--- config.mk ---
export PLATFORM = sky130hd
export DESIGN_NAME = vga_timing_gen
export DESIGN_NICKNAME = d
export VERILOG_FILES = /design/src/rtl/vga_timing_gen.sv
export SDC_FILE = /design/constraint.sdc
export NUM_CORES = 1
export LEC_CHECK = 0
export CORE_MARGIN = 10
export CORE_UTILIZATION = 49
export CTS_CLUSTER_SIZE = 30
export DETAILED_ROUTE_END_ITERATION = 16
export PLACE_DENSITY = 0.78
export SYNTH_ARGS = -nofsm -noshare
export SYNTH_HDL_FRONTEND = slang
export SYNTH_SLANG_ARGS = --single-unit
--- constraint.sdc ---
create_clock -name vga_clk -period 2.4 [get_ports vga_clk]
set_input_delay 0.48 -clock vga_clk [delete_from_list [all_inputs] [get_ports vga_clk]]
set_output_delay 0.48 -clock vga_clk [all_outputs]
set_load 0.05 [all_outputs]
--- src/rtl/vga_timing_gen.sv ---
// vga_timing_gen: raster-scan timing generator for the pixel renderers.
//   Produces the pixel coordinates (DrawX/DrawY), the active-video flag,
//   active-low horizontal/vertical syncs and per-line / per-frame ticks.
//   The timing parameters must keep H_TOTAL and V_TOTAL at or below 1024.
// Ports:
//   vga_clk    in   pixel-domain clock
//   reset      in   synchronous, active-high reset
//   ce         in   pixel clock enable; counters advance only when 1
//   DrawX      out  horizontal count, 0..H_TOTAL-1
//   DrawY      out  vertical count, 0..V_TOTAL-1
//   blank      out  1 = active video; forced 0 while reset is held
//   hs         out  horizontal sync, active-low
//   vs         out  vertical sync, active-low (also the frame_clk)
//   line_tick  out  pulse on the last pixel of each line (ce=1 cycles only)
//   frame_tick out  pulse on the last pixel of each frame (ce=1 cycles only)
module vga_timing_gen #(
  parameter int unsigned H_VISIBLE = 640,
  parameter int unsigned H_FRONT   = 16,
  parameter int unsigned H_SYNC    = 96,
  parameter int unsigned H_BACK    = 48,
  parameter int unsigned V_VISIBLE = 480,
  parameter int unsigned V_FRONT   = 10,
  parameter int unsigned V_SYNC    = 2,
  parameter int unsigned V_BACK    = 33
) (
  input  logic       vga_clk,
  input  logic       reset,
  input  logic       ce,
  output logic [9:0] DrawX,
  output logic [9:0] DrawY,
  output logic       blank,
  output logic       hs,
  output logic       vs,
  output logic       line_tick,
  output logic       frame_tick
);

  localparam int unsigned CW           = 10;
  localparam int unsigned H_TOTAL      = H_VISIBLE + H_FRONT + H_SYNC + H_BACK;
  localparam int unsigned V_TOTAL      = V_VISIBLE + V_FRONT + V_SYNC + V_BACK;
  localparam int unsigned H_SYNC_START = H_VISIBLE + H_FRONT;
  localparam int unsigned H_SYNC_END   = H_SYNC_START + H_SYNC;
  localparam int unsigned V_SYNC_START = V_VISIBLE + V_FRONT;
  localparam int unsigned V_SYNC_END   = V_SYNC_START + V_SYNC;

  logic [CW-1:0] hc_q, hc_d;
  logic [CW-1:0] vc_q, vc_d;
  logic          hs_q, hs_d;
  logic          vs_q, vs_d;
  logic          active_q, active_d;
  logic          h_last;
  logic          v_last;

  // Last pixel of the line / last line of the frame, from the current counters.
  assign h_last = (hc_q == CW'(H_TOTAL - 1));
  assign v_last = (vc_q == CW'(V_TOTAL - 1));

  // Next counter values, and sync/active decoded from them so the registered
  // flags line up with the registered coordinates on the same cycle.
  always_comb begin
    hc_d = hc_q;
    vc_d = vc_q;
    if (ce) begin
      if (h_last) begin
        hc_d = '0;
        vc_d = v_last ? '0 : vc_q + CW'(1);
      end else begin
        hc_d = hc_q + CW'(1);
      end
    end
    hs_d     = !((hc_d >= CW'(H_SYNC_START)) && (hc_d < CW'(H_SYNC_END)));
    vs_d     = !((vc_d >= CW'(V_SYNC_START)) && (vc_d < CW'(V_SYNC_END)));
    active_d = (hc_d < CW'(H_VISIBLE)) && (vc_d < CW'(V_VISIBLE));
  end

  // State registers. Reset loads the decode of position (0,0): syncs idle
  // and active set, so video starts on the first cycle after release.
  always_ff @(posedge vga_clk) begin
    if (reset) begin
      hc_q     <= '0;
      vc_q     <= '0;
      hs_q     <= 1'b1;
      vs_q     <= 1'b1;
      active_q <= 1'b1;
    end else begin
      hc_q     <= hc_d;
      vc_q     <= vc_d;
      hs_q     <= hs_d;
      vs_q     <= vs_d;
      active_q <= active_d;
    end
  end

  assign DrawX = hc_q;
  assign DrawY = vc_q;
  assign hs    = hs_q;
  assign vs    = vs_q;

  // Renderers must stay dark for as long as reset is asserted.
  assign blank = active_q & ~reset;

  // Ticks qualify with ce so they mark only cycles on which the counters move.
  assign line_tick  = ce & ~reset & h_last;
  assign frame_tick = line_tick & v_last;

endmodule

After elaboration in Yosys (flattened, before gate mapping):

Index checks and enable logic that the tools add are counted.

* register bits after elaboration: 23
* bits in latches: 0
* memory bits (writable): 0
* ROM bits: 0
* input bits: 3
* output and inout port bits: 25
* memories kept: 0

* add/sub/neg operators: 2
* multiply operators: 0
* divide/modulo/power cells: 0
* magnitude comparators: 6
* equality and inequality tests: 2
* shifts and indexed selects: 0
* muxes and demuxes: 5
* bitwise logic cells: 5
* reductions and logical operators: 5

Operators by type and width (number)
* two-way mux 10 bit: 5
* adder 10 x 1 -> 10 bit, second input constant: 2
* == test 10 bit, second input constant: 2
* < comparator 10 bit, second input constant: 2
* < comparator 10 x 9 -> 1 bit, second input constant: 2
* greater-or-equal comparator 10 bit, second input constant: 1
* greater-or-equal comparator 10 x 9 -> 1 bit, second input constant: 1
* AND 1 bit: 4
* logical AND 1 bit: 3
* logical NOT 1 bit: 2
* inverter 1 bit: 1

Depth between registers and ports, before layout:

* depth in word-level cells: 7
* mapped depth: 8

Least setup slack after synthesis:

No wires, ideal clock.

* path kind: register to output
* from: reg hc_q[0] (netlist: DrawX[0])
* to: out line_tick
* data arrival time: 2.400 ns
* data required time: 1.920 ns
* slack: -0.480 ns
* cell stages (with the launch flop): 6
* path buffers: 1
* cell sequence: dfxtp_1 -> ha_1 -> nand2_2 -> or4_4 -> buf_6 -> nor2_1

* word-level cells in the longest chain between the ends: 2

Ends and longest elaborated chain
* start: declaration: line 46 `logic [CW-1:0] hc_q, hc_d;`
* start signal: assignment: line 80 `hc_q <= '0;`
* start signal: assignment: line 86 `hc_q <= hc_d;`
* == test 10 bit: line 55 `assign h_last = (hc_q == CW'(H_TOTAL - 1));`
* AND 1 bit: line 103 `assign line_tick = ce & ~reset & h_last;`
* end: declaration: line 34 `output logic line_tick,`

Every way passes these cells.

Final worst setup path:

* from: in ce
* to: out line_tick

* word-level cells in the longest chain between the ends: 2

Ends and longest elaborated chain
* start: declaration: line 28 `input logic ce,`
* AND 1 bit (2 in series): line 103

Every way passes these cells.

==> impl_metrics.tcl <==
set metrics [dict create \
    outcome "completed" \
    die_h_um 70.4 \
    design.die.area_um2 4960 \
    cts_hold_buf 0 \
    rsz0062_at_grt "false" \
    setup_viol 0 \
    layout-drive-gt1-share 0.186 \
    max-vdd-ir-drop_mv 0.425 \
    cts_tree "done" \
    overflow 0 \
    ys_warn_count 0 \
    power.total_uw 629 \
    maxUsedRoutingLayer "met4" \
    synth_cells 147 \
    drc_errors 0 \
    crit_path_end_kind "output port" \
    pre_cts_ws_ns -0.0221 \
    n_antenna_cell 0 \
    wl_met2_um 1620 \
    fin_util 0.678 \
    async_reset_ff_frac 0 \
    clk_latency_ns 0.31 \
    placedCellCount 208 \
    routed-wl-met3_um 246 \
    fmax_mhz 429 \
    cts_max_level 1 \
    core_area_um2 2450 \
    drt_wl_total_um 3150 \
    max_slew_margin 0.660 \
    area_delta_synth_final_pct 33.7 \
    port_buffers 27 \
    synthTopCellsByCount "dfxtp_1, nor2_1, nand2_1" \
    die_w_um 70.4 \
    post-route-period-util 0.972 \
    final_max_slew_viol_count 0 \
    track_usage 0.125 \
    ys_top_cells_by_area "dfxtp_1, nor2_1, xor2_1" \
    leakage_uw 0.000566 \
    fillers 208 \
    synth-compound-area-share 0.146 \
    synthMuxAreaShare 0.00804 \
    design_area_um2 1660 \
    synth_top_family_by_area "simple AND/OR/NAND/NOR gates" \
    synth_top_flop_cell "dfxtp_1" \
    crit_fanout 3 \
    arrival_ns 1.85 \
    root_buffer "clkbuf_4" \
    cts-buffers-inserted 3 \
    finalHoldViolations 0 \
    fin_crit_ns 2.33 \
    finClkSkew_ns 0.00471 \
    hpwlAfterDp_um 2490 \
    cts_buffer_depth 2 \
    cp-start-kind "input port" \
    drtAntennaViolNets 0 \
    drt-pass1-iter-count 5 \
    crit_type "in2out" \
    gp_congestion 0.932 \
    drt-initial-drc-count 61 \
    r2r_setup_slack_ns 0.28 \
    clkTransAtPathRegs_ns 0.13 \
    rows 18 \
    num_vias 1199 \
    power.density_nw_per_um2 378 \
    place_area_um2 1620 \
    critical_path.cell_chain "clkdlybuf4s50_1 > nand2_2 > or4_4 > nor2_4 > buf_12" \
    wl_met1_um 1220 \
    cp_slowest_cell "or4_4" \
    ios 28 \
    synthDominantCellAreaShare 0.370 \
    synth_area_um2 1240 \
    antenna_found_initial 0 \
    vias_per_cell 5.63 \
    seq_area_frac_synth 0.370 \
    layout.nets 190 \
    synth_nets 153 \
    stdcell_count 213 \
    ys_types 44 \
    cts.sinks 23 \
    synthXorXnorAreaFrac 0.0633 \
    synth-edff-count 0 \
    grt_max_degree 14 \
    worstMarginPinSlew_ns 0.509 \
    worstPathRequired_ns 1.92 \
    initial_core_util 0.507 \
    grt_pass1_wl_um 5400 \
    crit_buf_inv 2 \
    synth_area_leader_cell "dfxtp_1" \
    synthMostInstantiatedCell "dfxtp_1" \
    syn_avg_cell_area_um2 8.47 \
    yosys.area_share.simple 0.334 \
    grt_pass1_vias 1198 \
    cpPeakStageDelay_ns 0.51 \
    wl_per_cell_um 14.8 \
    cp_top_family "simple AND/OR/NAND/NOR gates" \
    synth_seq_cells 23 \
    hold_path.class "reg2reg" \
    yosys.area_share.adder 0.0302 \
    max_cap_viol_count 0 \
    fin_ws_ns 0.0677 \
]
==> worst register-to-register path: stages (launching register included) <==
cell and delay [ns]:
dfxtp_2 0.40, ha_1 0.20, nand2_2 0.07, or4_4 0.51, buf_4 0.16, buf_4 0.16
nor3_1 0.19, o22ai_1 0.12, o31ai_1 0.10, a21oi_1 0.12
==> cell families (layout without fill, tap and decap cells) <==
group,count (synthesis),count (layout)
muxes,1,1
xor gates and xnor gates,9,9
DFF,23,23
buffers and inverters,11,47
AOI/OAI and AO/OA,28,28
and+or+nand+nor,72,72
adders and majority gates,3,3
==> cell usage in the layout (no fill, tap or decap), drive strengths merged, types with 2 or more instances in the layout <==
| master | count |
|---|---|
| clkdlybuf4s50 | 24 |
| dfxtp | 23 |
| nor2 | 20 |
| nand2 | 13 |
| buf | 13 |
| a21oi | 10 |
| nand3 | 8 |
| nor3 | 7 |
| inv | 6 |
| or3 | 6 |
| xor2 | 6 |
| o21ai | 6 |
| nand4 | 3 |
| xnor2 | 3 |
| ha | 3 |
| clkbuf | 3 |
| nor4 | 3 |
| and3 | 3 |
| a31oi | 2 |
| or4 | 2 |
==> stage by stage <==
stage               hold slack [ns]  setup TNS, ns
finish                        0.564              0
global route                  0.614              0
CTS                           0.571              0
detailed placement            0.542        -0.0221
global placement              0.512              0
floorplan                     0.549              0
==> cell type report <==
type | instances | area (µm²) | area share
inverters | 6 | 22.5 | 0.0135
flip-flops and latches | 23 | 465 | 0.280
clock buffers | 3 | 22.5 | 0.0135
repair buffers | 37 | 375 | 0.226
multi-input cells | 113 | 736 | 0.442
clock inverters | 1 | 5.00 | 0.00301
well taps | 30 | 37.5 | 0.0226
==> per-layer routing <==
layer / GRT usage / vias to the layer above
met4: 0.0417 / 0
li1: - / 605
met1: 0.132 / 548
met3: 0.0395 / 7
met2: 0.227 / 39
met5: 0 / -
==> flip-flops by register name, indices dropped and copies added, names as in the netlist <==
signal and flops:
DrawY 10, vs 1, hs 1, active_q 1
DrawX 10
==> power breakdown <==
part	switching [µW]	leakage (µW)	total [µW]	internal [µW]
Clock	119	0.0000177	181	62.2
Combinational	33.7	0.000361	56.1	22.4
Sequential	5.20	0.000187	391	386
Total	158	0.000566	629	471
==> final timing paths <==
check / from / cells past startpoint / to
min: DrawX[1] / 2 / DrawX[1]
min reg2reg: DrawX[1] / 2 / DrawX[1]
max reg2reg: DrawX[0] / 9 / active_q
max: ce / 5 / line_tick
==> timing repair <==
item	in CTS	in global routing
gates resized for setup	0	1
buffers inserted	0	1
setup endpoints to repair	0	2
(Power assumes the default switching activity.)
